==> config.mk <==
export PLATFORM = sky130hd
export DESIGN_NAME = micro_instruction_encoder
export DESIGN_NICKNAME = d
export VERILOG_FILES = /design/src/rtl/memory_utils_pkg.sv /design/src/rtl/micro_ops_pkg.sv /design/src/rtl/opr_sequence_builder.sv /design/src/rtl/micro_instruction_encoder.sv
export SDC_FILE = /design/constraint.sdc
export NUM_CORES = 1
export LEC_CHECK = 0
export ABC_AREA = 0
export CAP_MARGIN = 20
export CORE_MARGIN = 4
export CORE_UTILIZATION = 49
export CTS_CLUSTER_SIZE = 10
export DETAILED_ROUTE_END_ITERATION = 8
export MAX_ROUTING_LAYER = met4
export PLACE_DENSITY = 0.73
export REMOVE_ABC_BUFFERS = 1
export SLEW_MARGIN = 20
export SYNTH_ARGS = -nofsm -noshare
export SYNTH_HDL_FRONTEND = slang
export SYNTH_SLANG_ARGS = --single-unit
==> constraint.sdc <==
create_clock -name clk -period 14.6 [get_ports clk]
set_input_delay 3.65 -clock clk [delete_from_list [all_inputs] [get_ports clk]]
set_output_delay 3.65 -clock clk [all_outputs]
set_load 0.005 [all_outputs]
==> src/rtl/memory_utils_pkg.sv <==
// Shared memory-side types: a PDP-8 machine word.
package memory_utils_pkg;
    typedef logic [11:0] word;
endpackage

==> src/rtl/micro_ops_pkg.sv <==
// PDP-8 operate (OPR) micro-op mask layout, field encodings and encoder state.
package micro_ops_pkg;
    import memory_utils_pkg::word;

    typedef word         opr_word_t;
    typedef logic [17:0] micro_op_mask_t;

    localparam int MAX_SEQ = 6;

    localparam int B_CLA = 0;
    localparam int B_CLL = 1;
    localparam int B_CMA = 2;
    localparam int B_CML = 3;
    localparam int B_IAC = 4;
    localparam int B_RAR = 5;
    localparam int B_RAL = 6;
    localparam int B_RTR = 7;
    localparam int B_RTL = 8;
    localparam int B_BSW = 9;
    localparam int B_SMA = 10;
    localparam int B_SZA = 11;
    localparam int B_SNL = 12;
    localparam int B_SPA = 13;
    localparam int B_SNA = 14;
    localparam int B_SZL = 15;
    localparam int B_SKP = 16;
    localparam int B_HLT = 17;

    localparam opr_word_t OPR_BASE    = 12'o7000;
    localparam opr_word_t G2_BASE     = 12'o0400;
    localparam opr_word_t F_CLA       = 12'o0200;
    localparam opr_word_t F_CLL       = 12'o0100;
    localparam opr_word_t F_CMA       = 12'o0040;
    localparam opr_word_t F_CML       = 12'o0020;
    localparam opr_word_t F_IAC       = 12'o0001;
    localparam opr_word_t F_SKP_MINUS = 12'o0100;
    localparam opr_word_t F_SKP_ZERO  = 12'o0040;
    localparam opr_word_t F_SKP_LINK  = 12'o0020;
    localparam opr_word_t F_AND_SENSE = 12'o0010;
    localparam opr_word_t F_HLT       = 12'o0002;

    typedef enum logic [1:0] {
        S_IDLE  = 2'd0,
        S_BUILD = 2'd1,
        S_EMIT  = 2'd2,
        S_ERR   = 2'd3
    } state_e;

    // Rotate field, indexed in priority order RAR, RAL, RTR, RTL, BSW.
    function automatic opr_word_t rot_code(input int i);
        case (i)
            0:       rot_code = 12'o0010;
            1:       rot_code = 12'o0004;
            2:       rot_code = 12'o0012;
            3:       rot_code = 12'o0006;
            default: rot_code = 12'o0002;
        endcase
    endfunction

    function automatic logic or_class(input micro_op_mask_t m);
        or_class = m[B_SMA] | m[B_SZA] | m[B_SNL];
    endfunction

    function automatic logic and_class(input micro_op_mask_t m);
        and_class = m[B_SPA] | m[B_SNA] | m[B_SZL] | m[B_SKP];
    endfunction
endpackage

==> src/rtl/opr_sequence_builder.sv <==
// Combinational expansion of a micro-op mask into an ordered list of OPR words.
module opr_sequence_builder
    import micro_ops_pkg::*;
#(
    parameter bit FOLD_CLA     = 1'b0,
    parameter bit NOP_ON_EMPTY = 1'b1
) (
    input  micro_op_mask_t                 i_mask,
    output logic [MAX_SEQ-1:0][11:0]       o_words,
    output logic [2:0]                     o_count,
    output logic                           o_error
);
    logic      w_or_cls, w_and_cls, w_g2_any, w_fold, w_g1_emit, w_rot_seen;
    opr_word_t w_g1, w_g2;

    assign w_or_cls  = or_class(i_mask);
    assign w_and_cls = and_class(i_mask);
    assign w_g2_any  = w_or_cls | w_and_cls | i_mask[B_HLT];
    // CLA can ride in the group-2 word only when it is the sole group-1 op.
    assign w_fold    = FOLD_CLA && i_mask[B_CLA] && w_g2_any && !(|i_mask[B_BSW:B_CLL]);
    assign w_g1_emit = (|i_mask[B_BSW:B_CLA]) && !w_fold;
    assign o_error   = w_or_cls & w_and_cls;

    always_comb begin
        w_g2 = OPR_BASE | G2_BASE
             | (w_fold        ? F_CLA : '0)
             | (i_mask[B_HLT] ? F_HLT : '0);
        if (w_or_cls)
            w_g2 = w_g2 | (i_mask[B_SMA] ? F_SKP_MINUS : '0)
                        | (i_mask[B_SZA] ? F_SKP_ZERO  : '0)
                        | (i_mask[B_SNL] ? F_SKP_LINK  : '0);
        else if (w_and_cls)
            w_g2 = w_g2 | F_AND_SENSE
                        | (i_mask[B_SPA] ? F_SKP_MINUS : '0)
                        | (i_mask[B_SNA] ? F_SKP_ZERO  : '0)
                        | (i_mask[B_SZL] ? F_SKP_LINK  : '0);
    end

    always_comb begin
        o_words    = '0;
        o_count    = w_g1_emit ? 3'd1 : 3'd0;
        w_rot_seen = 1'b0;
        w_g1 = OPR_BASE
             | (i_mask[B_CLA] ? F_CLA : '0)
             | (i_mask[B_CLL] ? F_CLL : '0)
             | (i_mask[B_CMA] ? F_CMA : '0)
             | (i_mask[B_CML] ? F_CML : '0)
             | (i_mask[B_IAC] ? F_IAC : '0);
        // First rotate shares the group-1 word; the rest each need their own.
        for (int i = 0; i < 5; i++) begin
            if (i_mask[B_RAR + i]) begin
                if (!w_rot_seen) begin
                    w_rot_seen = 1'b1;
                    w_g1       = w_g1 | rot_code(i);
                end else begin
                    o_words[o_count] = OPR_BASE | rot_code(i);
                    o_count          = o_count + 3'd1;
                end
            end
        end
        if (w_g1_emit)
            o_words[0] = w_g1;
        if (w_g2_any) begin
            o_words[o_count] = w_g2;
            o_count          = o_count + 3'd1;
        end
        if (o_count == 3'd0 && NOP_ON_EMPTY) begin
            o_words[0] = OPR_BASE;
            o_count    = 3'd1;
        end
    end
endmodule

==> src/rtl/micro_instruction_encoder.sv <==
// Accepts a micro-op request and streams the resulting OPR words over valid/ready.
module micro_instruction_encoder
    import micro_ops_pkg::*;
#(
    parameter bit FOLD_CLA     = 1'b0,
    parameter bit NOP_ON_EMPTY = 1'b1
) (
    input  logic        clk,
    input  logic        rst_n,
    input  logic        req_valid,
    output logic        req_ready,
    input  logic [17:0] req_ops,
    output logic        out_valid,
    input  logic        out_ready,
    output logic [11:0] out_word,
    output logic [2:0]  out_index,
    output logic        out_last,
    output logic        err
);
    state_e                    r_state, w_next;
    micro_op_mask_t            r_mask, w_bld_mask;
    logic [MAX_SEQ-1:0][11:0]  r_words, w_words;
    logic [2:0]                r_count, w_count, r_idx;
    logic                      w_error, w_accept, w_fire, w_last;

    // In IDLE the builder looks at the live request so a conflict is caught at accept.
    assign w_bld_mask = (r_state == S_IDLE) ? req_ops : r_mask;

    opr_sequence_builder #(
        .FOLD_CLA     (FOLD_CLA),
        .NOP_ON_EMPTY (NOP_ON_EMPTY)
    ) u_builder (
        .i_mask  (w_bld_mask),
        .o_words (w_words),
        .o_count (w_count),
        .o_error (w_error)
    );

    assign req_ready = (r_state == S_IDLE) && rst_n;
    assign w_accept  = req_valid && req_ready;
    assign out_valid = (r_state == S_EMIT);
    assign w_fire    = out_valid && out_ready;
    assign w_last    = (r_idx == r_count - 3'd1);
    assign out_word  = out_valid ? r_words[r_idx] : 12'd0;
    assign out_index = r_idx;
    assign out_last  = out_valid && w_last;
    assign err       = (r_state == S_ERR);

    always_comb begin
        w_next = r_state;
        case (r_state)
            S_IDLE:  if (w_accept) w_next = w_error ? S_ERR : S_BUILD;
            S_BUILD: w_next = (w_count != 3'd0) ? S_EMIT : S_IDLE;
            S_EMIT:  if (w_fire && w_last) w_next = S_IDLE;
            S_ERR:   w_next = S_IDLE;
            default: w_next = S_IDLE;
        endcase
    end

    always_ff @(posedge clk) begin
        if (!rst_n) r_state <= S_IDLE;
        else        r_state <= w_next;
    end

    always_ff @(posedge clk) begin
        if (!rst_n) begin
            r_mask  <= '0;
            r_words <= '0;
            r_count <= '0;
            r_idx   <= '0;
        end else begin
            if (w_accept)
                r_mask <= req_ops;
            if (r_state == S_BUILD) begin
                r_words <= w_words;
                r_count <= w_count;
                r_idx   <= '0;
            end else if (w_fire) begin
                r_idx <= w_last ? 3'd0 : r_idx + 3'd1;
            end
        end
    end
endmodule

# [Word level (Yosys, flattened, before mapping)]
# Cells that the tools add are included.
[op_classes] n_addsub=7 n_lt_le_gt_ge=11 n_eq_ne=6 mux=90 bitwise=25 n_reduce_logical=16
[op_table] cell="$mux W72" n=9
[op_table] cell="$mux W12" n=29
[op_table] cell="$bwmux W72" n=4
[op_table] cell="$demux W12 S3" n=5
[op_table] cell="$or A12 B12 Y12" n=15
[op_table] cell="$and A72 B72 Y72" n=1
[op_table] cell="$mux W9" n=8
[op_table] cell="$bmux W12 S3" n=1
[op_table] cell="$mux W3" n=11
[op_table] cell="$lt A3 B4 Y1 const B" n=6
[op_table] cell="$mux W7" n=3
[op_table] cell="$add A3 B1 Y3 const B" n=6
[op_table] cell="$mux W18" n=1
[op_table] cell="$mux W6" n=3
[op_table] cell="$ge A3 B1 Y1 const B" n=5
[op_table] cell="$mux W5" n=3
[op_table] cell="$logic_and A1 B1 Y1" n=10
[op_table] cell="$mux W2" n=5
[op_table] cell="$reduce_or A10 Y1" n=1
[op_table] cell="$mux W8" n=1
[op_table] cell="$pmux W2 S4" n=1
[op_table] cell="$or A1 B1 Y1" n=7
[op_table] cell="$mux W1" n=6
[op_table] cell="$eq A2 B2 Y1 const B" n=2
[op_table] cell="12 further kinds" n=12
[totals] register_bits=98 inputBits=22 out_inout_bits=19 elab_cells=165

# [Longest topological paths before layout]
# Gate-level depths: netlist (run 1).
[logic_depth] depth_word=25 ltp_mapped=25 ltp_nobuf=22

# [Modules after synthesis]
# From an unflattened synthesis (run 1), not the netlist that was laid out.
[unflattened] cells_unflattened=789 area_unflattened_um2=6342.3
[modules_own_cells] module="micro_instruction_encoder" instances=1 cells_each=529 area_each_um2=4556.9 seq_area_each_um2=1961.9
[modules_own_cells] module="opr_sequence_builder" instances=1 cells_each=260 area_each_um2=1785.5 seq_area_each_um2=0.0

# [Worst setup path after synthesis (run 1)]
# No wires, ideal clock.
[synth_timing] path_type="in2reg" start="input req_ops[9]" end="register r_words[27] (netlist bit)" setup_ps=70 arrival_time_ps=8722 t_required_ps=14530 setup_slack_ps=5807 path_stages=24 n_path_buf=3 path_cell_list="clkbuf_1 nor4_1 a21oi_1 a21oi_1 nand3_1 ha_1 nor2_1 nor2_1 inv_1 ha_1 a32o_1 clkbuf_1 ha_1 mux2_2 ha_1 o211ai_1 o21ai_0 a2111o_1 a31oi_1 nor3_1 and3_1 clkbuf_2 or4b_1 a21boi_1"
[synth_between] elab_chain_cells=21 elab_cells_between_ends=54 classes_between="add/sub (4); order compare (10); mux (33); bitwise (1); reduce/logical (6)"
[synth_rtl] item="start, declared" line_no="micro_instruction_encoder.sv:12" text="input logic [17:0] req_ops,"
[synth_rtl] item="$mux W18 *" line_no="micro_instruction_encoder.sv:27" text="assign w_bld_mask = (r_state == S_IDLE) ? req_ops : r_mask;"
[synth_rtl] item="$reduce_or A10 Y1" line_no="opr_sequence_builder.sv:21" text="assign w_g1_emit = (|i_mask[B_BSW:B_CLA]) && !w_fold;"
[synth_rtl] item="$mux W1" line_no="opr_sequence_builder.sv:41" text="o_count = w_g1_emit ? 3'd1 : 3'd0;"
[synth_rtl] item="$add A3 B1 Y3 (tied with other cells)" line_no="opr_sequence_builder.sv:57" text="o_count = o_count + 3'd1;"
[synth_rtl] item="$mux W3 / $logic_and A1 B1 Y1 (equally long branches)" line_no="opr_sequence_builder.sv:52, opr_sequence_builder.sv:56"
[synth_rtl] item="$mux W3 / $mux W12 (equally long branches)" line_no="opr_sequence_builder.sv:51, opr_sequence_builder.sv:56"
[synth_rtl] item="$add A3 B1 Y3 (tied with other cells)" line_no="opr_sequence_builder.sv:57"
[synth_rtl] item="$mux W3 (tied with other cells)" line_no="opr_sequence_builder.sv:52" text="if (!w_rot_seen) begin"
[synth_rtl] item="[5 not listed]"
[synth_rtl] item="$mux W3 (tied with other cells)" line_no="opr_sequence_builder.sv:52"
[synth_rtl] item="$mux W3 (tied with other cells)" line_no="opr_sequence_builder.sv:51" text="if (i_mask[B_RAR + i]) begin"
[synth_rtl] item="$lt A3 B4 Y1 (implied by the code) (tied with other cells)" line_no="opr_sequence_builder.sv:64" text="o_words[o_count] = w_g2;"
[synth_rtl] item="$logic_and A1 B1 Y1 (implied by the code) / $bwmux W72 (equally long branches)" line_no="opr_sequence_builder.sv:64, opr_sequence_builder.sv:56"
[synth_rtl] item="$mux W12 (implied by the code) / $mux W72 (equally long branches)" line_no="opr_sequence_builder.sv:64, opr_sequence_builder.sv:52"
[synth_rtl] item="$demux W12 S3 / $mux W72 (equally long branches)"
[synth_rtl] item="$bwmux W72" line_no="opr_sequence_builder.sv:64"
[synth_rtl] item="$mux W72 *" line_no="opr_sequence_builder.sv:63" text="if (w_g2_any) begin"
[synth_rtl] item="end signal, assigned" line_no="micro_instruction_encoder.sv:75" text="r_words <= w_words;"
[synth_rtl] item="end, declared" line_no="micro_instruction_encoder.sv:22" text="logic [MAX_SEQ-1:0][11:0] r_words, w_words;"
# Every way passes the cells marked *; elsewhere a longest branch is shown, timed or not.
# A chain may end at the register's enable or synchronous reset.

# [Worst setup path in the final report (run 1)]
[layout_timing] start="input req_ops[9]" end="register r_words[49] (netlist bit)"
# Same word-level chain as after synthesis.

==> results of run 1 <==
-- power breakdown --
group	total (mW)	switching (mW)	internal [mW]
clock	0.163	0.0967	0.0660
sequential	0.240	0.0153	0.224
combinational	0.230	0.143	0.0876
total	0.633	0.255	0.378
-- placed cells by master, fill, tap and decap left out, types with 3 or more instances in the layout --
| cell | instances |
|---|---|
| and3_1 | 4 |
| inv_1 | 22 |
| clkbuf_8 | 9 |
| a21boi_0 | 3 |
| o211ai_1 | 5 |
| o21ai_0 | 38 |
| a22o_1 | 20 |
| nor4b_1 | 4 |
| xnor2_1 | 15 |
| nor2_1 | 29 |
| nor3_1 | 13 |
| nor4_1 | 8 |
| clkdlybuf4s50_1 | 40 |
| a211oi_1 | 5 |
| a31oi_1 | 3 |
| nand3_1 | 21 |
| nor2b_1 | 3 |
| nand2b_1 | 6 |
| mux4_2 | 8 |
| mux2i_1 | 14 |
| buf_4 | 7 |
| a21oi_1 | 24 |
| o22ai_1 | 12 |
| or2_0 | 3 |
| ha_1 | 10 |
| o2111ai_1 | 3 |
| dfxtp_1 | 76 |
| o31ai_1 | 3 |
| nand2_1 | 78 |
| a21o_1 | 8 |
| and2_1 | 7 |
| a32o_1 | 13 |
| o21a_1 | 5 |
-- how the worst max path moves through the flow --
stage | start | to
after floorplan | req_ops[5] | r_words[27]
after global placement | req_ops[9] | r_words[2]
after detailed placement | req_ops[9] | r_words[49]
after CTS | req_ops[9] | r_words[49]
after global routing | req_ops[9] | r_words[49]
final | req_ops[9] | r_words[49]
-- state kept, by name, indices dropped and copies added (netlist names) --
register / cells
out_index: 3
r_count: 3
r_mask: 18
r_state: 2
r_words: 50
-- routing by layer --
metal,track usage,share of wire,vias to the layer above
met3,0.0420,0.057,28
li1,-,-,2074
met4,0.0759,0.024,0
met1,0.337,0.45,2090
met5,-,0,-
met2,0.387,0.47,168
-- cell families (layout without fill, tap and decap cells) --
logic type,count (synthesis),after routing
buffers and inverters,61,86
muxes,23,23
DFF,76,76
and+or+nand+nor,192,192
adders and majority gates,10,10
xor gates and xnor gates,17,17
AOI/OAI and AO/OA,171,171
-- metrics by stage --
step,setup WS (ns),area (um2),hold WS [ns],std cells
final,4.99,5220,0.465,686
after detailed placement,4.75,5030,0.441,670
after CTS,5.07,5220,0.463,686
after global routing,4.58,5220,0.470,686
after global placement,4.94,5030,0.429,670
after floorplan,6.05,4430,0.420,512
-- final cells by class --
cell class / instances / area [um2] / share of cell area
inverters: 23 / 86.3 / 0.0165
well taps: 111 / 139 / 0.0266
multi-input cells: 413 / 2830 / 0.542
clock inverters: 7 / 65.1 / 0.0125
repair buffers: 47 / 453 / 0.0868
flip-flops and latches: 76 / 1520 / 0.292
clock buffers: 9 / 124 / 0.0237
==> qor.txt, run 1 <==
Outcome - completed
Final Cycle Share - 0.658
Most common cell on crit path - ha_1
Row count - 35
First-pass GRT wire length - 21600 um
Fmax - 104 MHz
Reg2Reg Launch Point - r_state[0]
TNS Setup - 0 ns
Crit-path max FO - 9
Final Hold Fails - 0
Critical Path RT - 14.90 ns
Async set or reset register ratio after synthesis - 0
Reg2reg end - r_words[49]
Gpl congestion - 0.934
TritonRoute pass-1 iters - 5
Cell taking the most area after synthesis - dfxtp_1
Initial antenna violation count - 0
Critical path startpoint category - input pin
Die height - 105 um
Root Driver - clkbuf_8
Crit. path cell count - 22
Core ar. - 9200 um2
CTS Buffer Depth - 2
Most common cell in the netlist - nand2_1
Distinct cells, synth - 78
Slowest library cell on the worst path - clkdlybuf4s50_1
Pin count of the biggest net entering global routing - 39
Worst path cell trace - clkdlybuf4s50_1 > nor4_1 > a21oi_1 > a21oi_1 > nand3_1 > ha_1 > nor2_1 > nor2_1 > inv_1 > ha_1 > a32o_1 > ha_1 > mux2_2 > ha_1 > o211ai_1 > o21ai_0 > a2111o_1 > a31o_2 > a21oi_1 > and4_1 > o21bai_1 > a22o_1
Worst-path clk slew - 0.09 ns
XOR/XNOR share of the synthesized area - 0.0364
Total Power - 633 uW
Post_cts resized - 0
# nets final - 602
Simple-gate share of the synthesized area - 0.203
Vias in the first global route - 4112
Gr ovfl total - 0
Final wirelength - 13400 um
Compound-Gate Fraction of Synth Area - 0.274
Worst r2r path cells - 21
CP Data Arrival Time - 9.92 ns
Hold path depth - 1
Synth warnings - 0
Total of max-cap violations - 0
Mux share of post-synthesis cell area - 0.0721
Post-synth EDFFs - 0
CTS tree - done
DP HPWL - 9960 um
Starting density of the core - 0.500
Top cells by area, synth - dfxtp_1 (33%), nand2_1 (6.4%), o21ai_0 (4.1%)
Post-route DRC violation count - 0
# diodes - 0
CTS buffer count - 9
Max H-tree Level - 3
Post-Syn Area per Cell - 8.36 um2
IO Count - 41
Final Util - 0.567
Ys flop type - dfxtp_1
Worst Setup End Kind - flip-flop
Layout cell share with drive strength beyond 1 - 0.0870
Fin. max-slew vios - 0
Port Buffers - 40
DR iter-0 viols - 450
Yosys reg bits - 76
Hold_sp - r_words[68]
RSZ-0062 raised after global routing - false
CTS Sinks - 76
Post-Synthesis Cell Area - 4600 um2
DIE AREA - 11000 um2
Final Critical Period - 9.61 ns
Worst skew pair latency - 0.36 ns
Leakage power - 1.87 nW
Sequential element share of the synthesized area - 0.331
Share of the synthesized area in the top cell type - 0.331
Die X - 105 um
# hold bufs at CTS - 0
Via density - 6.36
Hold EP - r_words[68]
Adder-Cell Fraction of Synth Area - 0.0272
Crit Path Class - in2reg
Worst VDD drop - 0.0000580 V
Cell Pwr Density - 121 nW/um2
Routed Antenna Nets - 0
Fillers - 882
# setup viols final - 0
Critical path's largest stage delay - 0.55 ns
Worst Hold Class - reg2reg
Buffers & Inverters on Critical Path - 2
Worst-margin pin slew - 0.849 ns
Syn Inst Count - 550
WL/cell - 19.5 um
Vias - 4360
Worst rel slew slack - 0.434
CP delay by family, top - compound AO/OA/AOI/OAI gates
Largest family of logic cells by synthesized area - compound AO/OA/AOI/OAI gates
Area Growth Syn to Fin - 13.4%
Global Route Usage Sum - 0.250
Clock skew - 0.0119 ns
Commonest cells in the synthesized netlist - nand2_1 (78), dfxtp_1 (76), o21ai_0 (38)
Postcts setup bufs - 0
Worst R2R Setup Slack - 7.59 ns
No activity file was read; power rests on OpenSTA's default activity.
==> run 2, diff against run 1 <==
- clock period: 14.6 -> 9.4 ns (I/O delays scaled with it)
==> qor.txt, run 2 (synthesis results as in run 1) <==
Port Buffers - 40
Sw frac - 0.401
Post-route DRC violation count - 0
Total Power - 981 uW
Worst skew pair latency - 0.37 ns
Global Route Usage Sum - 0.248
Worst Setup End Kind - flip-flop
Fillers - 841
# setup viols final - 0
Crit-path max FO - 9
Largest regs - r_words x50, r_mask x18
Reg2Reg Launch Point - r_state[0]
Cell Pwr Density - 188 nW/um2
Critical Path RT - 9.72 ns
Hold_sp - r_words[34]
Fmax - 121 MHz
Crit. Startpoint - req_ops[9]
Gr ovfl total - 0
Pre-CTS WS - 0.905 ns
Worst VDD drop - 0.0000953 V
Postcts setup bufs - 0
Commonest non-fill, non-tap cells in the layout - nand2_1 (78), dfxtp_1 (76), clkdlybuf4s50_1 (40)
Vias in the first global route - 4111
Root Driver - clkbuf_8
DR iter-0 viols - 396
Logic pwr share - 0.366
Critical path startpoint category - input pin
Clock skew - 0.0172 ns
Worst-path clk slew - 0.10 ns
Total of max-cap violations - 0
TritonRoute pass-1 iters - 5
Biggest register - r_words
Layout cell share with drive strength beyond 1 - 0.0885
Final Critical Period - 8.25 ns
Pin count of the biggest net entering global routing - 42
DIE AREA - 11000 um2
Die height - 105 um
Final Hold Fails - 0
TNS Setup - 0 ns
CP Data Arrival Time - 8.57 ns
Final worst slack - 1.15 ns
Area Growth Syn to Fin - 13.6%
Post_cts resized - 0
WL/cell - 19.4 um
CTS Sinks - 76
First-pass GRT wire length - 21400 um
Gpl congestion - 0.934
Die X - 105 um
Flop pwr share - 0.378
# nets final - 603
Core ar. - 9200 um2
CTS buffer count - 9
Row count - 35
Final Util - 0.568
Leakage power - 1.88 nW
# diodes - 0
DP HPWL - 9930 um
Internal power - 587 uW
Final wirelength - 13400 um
Sw Pwr - 393 uW
Max H-tree Level - 3
Routed Antenna Nets - 0
Final Cycle Share - 0.878
Worst-margin pin slew - 0.849 ns
Outcome - completed
Power share of the clock group - 0.256
Vias - 4368
Starting density of the core - 0.500
CTS tree - done
Most common cell after layout, fill and taps aside - nand2_1
RSZ-0062 raised after global routing - false
Worst Hold Class - reg2reg
Initial antenna violation count - 0
CTS Buffer Depth - 2
Crit Path Class - in2reg
Max reg flops - 50
Fin. max-slew vios - 0
IO Count - 41
Worst rel slew slack - 0.434
# hold bufs at CTS - 0
Via density - 6.36
-- run 2: changes by cell type in the layout (fill, tap and decap cells not counted) --
cell | before | now
buf_4 | 7 | 8
-- run 2: path summary, 6_finish.rpt --
| path | to | slack, ns | cells past startpoint |
|---|---|---|---|
| setup / recovery | r_words[49] | 1.15 | 22 |
| hold / removal | r_words[34] | 0.46 | 1 |
| setup reg to reg | r_words[49] | 2.41 | 21 |
| hold reg to reg | r_words[34] | 0.46 | 1 |
-- run 2: power by group through the flow --
stage	Sequential, mW	Clock [mW]	Combinational, mW
floorplan	0.372	0	0.247
global placement	0.377	0	0.349
detailed placement	0.378	0	0.352
CTS	0.371	0.252	0.353
global route	0.374	0.265	0.389
finish	0.371	0.251	0.359
-- run 2: worst max-delay path, stage by stage --
cell	delay, ns
clkdlybuf4s50_1	0.53
nor4_1	0.31
a21oi_1	0.13
a21oi_1	0.33
nand3_1	0.22
ha_1	0.45
nor2_1	0.10
nor2_1	0.25
inv_1	0.13
ha_1	0.33
a32o_1	0.33
ha_1	0.36
mux2_2	0.29
ha_1	0.23
o211ai_1	0.10
o21ai_0	0.21
a2111o_1	0.44
a31o_2	0.24
a21oi_1	0.43
and4_1	0.44
o21bai_1	0.19
a22o_1	0.16
-- run 2: routing by layer --
| metal | up-vias | track usage | wire length (um) |
|---|---|---|---|
| li1 | 2077 | - | - |
| met3 | 16 | 0.0395 | 921 |
| met2 | 193 | 0.396 | 6380 |
| met4 | 0 | 0.0694 | 182 |
| met1 | 2082 | 0.327 | 5870 |
| met5 | - | - | 0 |
-- run 2: stage by stage --
stage	std cells	cell area (um2)	hold slack, ns
3_5_place_dp	671	5030	0.441
6_report	687	5230	0.457
5_1_grt	687	5230	0.490
3_3_place_gp	671	5030	0.428
2_1_floorplan	512	4430	0.420
4_1_cts	687	5220	0.461
-- run 2: final cells by class --
class                   instances  area, um2  share of cell area
multi-input cells             413       2830               0.541
repair buffers                 48        460              0.0881
inverters                      23       86.3              0.0165
well taps                     111        139              0.0266
clock inverters                 7       65.1              0.0125
flip-flops and latches         76       1520               0.291
clock buffers                   9        124              0.0237
==> run 3, diff against run 2 <==
- CORE_MARGIN: 4 -> default
==> qor.txt, run 3 (synthesis results as in run 1) <==
Worst-path clk slew - 0.09 ns
Vias - 4318
Starting density of the core - 0.517
RSZ-0062 raised after global routing - false
Pin count of the biggest net entering global routing - 42
Initial antenna violation count - 0
CTS Buffer Depth - 2
Leakage power - 1.89 nW
Most common cell on crit path - ha_1
Critical Path RT - 9.70 ns
Slowest library cell on the worst path - clkdlybuf4s50_1
Placed Instance Area - 5020 um2
DIE AREA - 9780 um2
TritonRoute pass-1 iters - 5
Worst r2r path cells - 21
Largest regs - r_words x50, r_mask x18
Clock skew - 0.00796 ns
Critical path's largest stage delay - 0.55 ns
CP Data Arrival Time - 8.62 ns
Cell Pwr Density - 194 nW/um2
Post-Place Cells - 667
Pre-CTS WS - 0.822 ns
Critical path startpoint category - input pin
Routed Antenna Nets - 0
Crit Path Class - in2reg
Layout cell share with drive strength beyond 1 - 0.0852
Fillers - 787
Die height - 98.9 um
Final wirelength - 12800 um
Worst path cell trace - clkdlybuf4s50_1 > nor4_1 > a21oi_1 > a21oi_1 > nand3_1 > ha_1 > nor2_1 > nor2_1 > inv_1 > ha_1 > a32o_1 > ha_1 > mux2_2 > ha_1 > o211ai_1 > o21ai_0 > nand3_1 > a31oi_1 > nor3_1 > nand3_1 > nor2_1 > a22o_1
Hold_sp - r_words[34]
Worst Hold Class - reg2reg
Root Driver - clkbuf_8
Final Cell Area - 5250 um2
Worst Setup End Kind - flip-flop
Hold path depth - 1
WL/cell - 18.7 um
Fin. max-slew vios - 0
Worst-margin pin slew - 0.830 ns
Post-route DRC violation count - 0
Crit. Startpoint - req_ops[9]
Reg2Reg Launch Point - r_state[1]
# setup viols final - 0
Total Power - 1.02 mW
Hold EP - r_words[34]
Post_cts resized - 0
Max reg flops - 50
Global Route Usage Sum - 0.284
Core ar. - 8890 um2
Final Hold Fails - 0
# hold bufs at CTS - 0
Outcome - completed
Worst VDD drop - 0.0000908 V
Total of max-cap violations - 0
Worst skew pair latency - 0.35 ns
Biggest register - r_words
Fin cells - 683
Worst rel slew slack - 0.447
# diodes - 0
Buffers & Inverters on Critical Path - 2
Via density - 6.32
TNS Setup - 0 ns
Gr ovfl total - 0
CTS Sinks - 76
Commonest non-fill, non-tap cells in the layout - nand2_1 (78), dfxtp_1 (76), clkdlybuf4s50_1 (40)
Reg2reg end - r_words[42]
Area Growth Syn to Fin - 14.1%
Fmax - 120 MHz
Worst R2R Setup Slack - 2.40 ns
Gpl congestion - 0.927
DP HPWL - 9450 um
CTS tree - done
CTS buffer count - 9
Vias in the first global route - 4074
Crit-path max FO - 9
Final worst slack - 1.08 ns
Die X - 98.9 um
Crit. path cell count - 22
Row count - 34
DR iter-0 viols - 241
# nets final - 602
Final Cycle Share - 0.885
Final Critical Period - 8.32 ns
CP delay by family, top - simple AND/OR/NAND/NOR gates
IO Count - 41
Most common cell after layout, fill and taps aside - nand2_1
First-pass GRT wire length - 21300 um
Port Buffers - 40
Postcts setup bufs - 0
Max H-tree Level - 3
==> run 3: cell types whose count changed in the layout (fill, tap and decap cells not counted) <==
| cell | delta |
|---|---|
| bufinv_16 | +2 |
| inv_6 | -2 |
| buf_4 | -1 |
| clkbuf_8 | +1 |
| inv_8 | -1 |
| o41ai_1 | +1 |
| o41ai_2 | -1 |
==> run 3: worst max-delay path by stage <==
stage / to
after global placement: r_words[61]
final: r_words[42]
after detailed placement: r_words[49]
after floorplan: r_words[27]
after global routing: r_words[42]
after CTS: r_words[49]
==> run 3: routing by layer <==
metal	GRT usage	up-vias	routed length, um
met5	-	-	0
met4	0.108	0	264
met3	0.0312	21	719
met2	0.455	162	5990
met1	0.370	2064	5800
li1	-	2071	-
==> run 3: stage by stage <==
step / util / hold slack (ns)
global placement: 0.564 / 0.430
finish: 0.591 / 0.450
detailed placement: 0.564 / 0.435
floorplan: - / 0.420
CTS: 0.590 / 0.456
global route: 0.591 / 0.481
==> run 3: layout make-up <==
cell class | count | area, um2 | share of cell area
clock buffers | 10 | 138 | 0.0262
flip-flops and latches | 76 | 1520 | 0.290
clock inverters | 6 | 96.3 | 0.0183
inverters | 23 | 86.3 | 0.0164
well taps | 108 | 135 | 0.0257
multi-input cells | 413 | 2820 | 0.537
repair buffers | 47 | 453 | 0.0863
==> run 3: report_power, final <==
group          switching (mW)  internal (mW)
clock network           0.129          0.159
logic                   0.223          0.136
registers              0.0222          0.348
total                   0.374          0.644
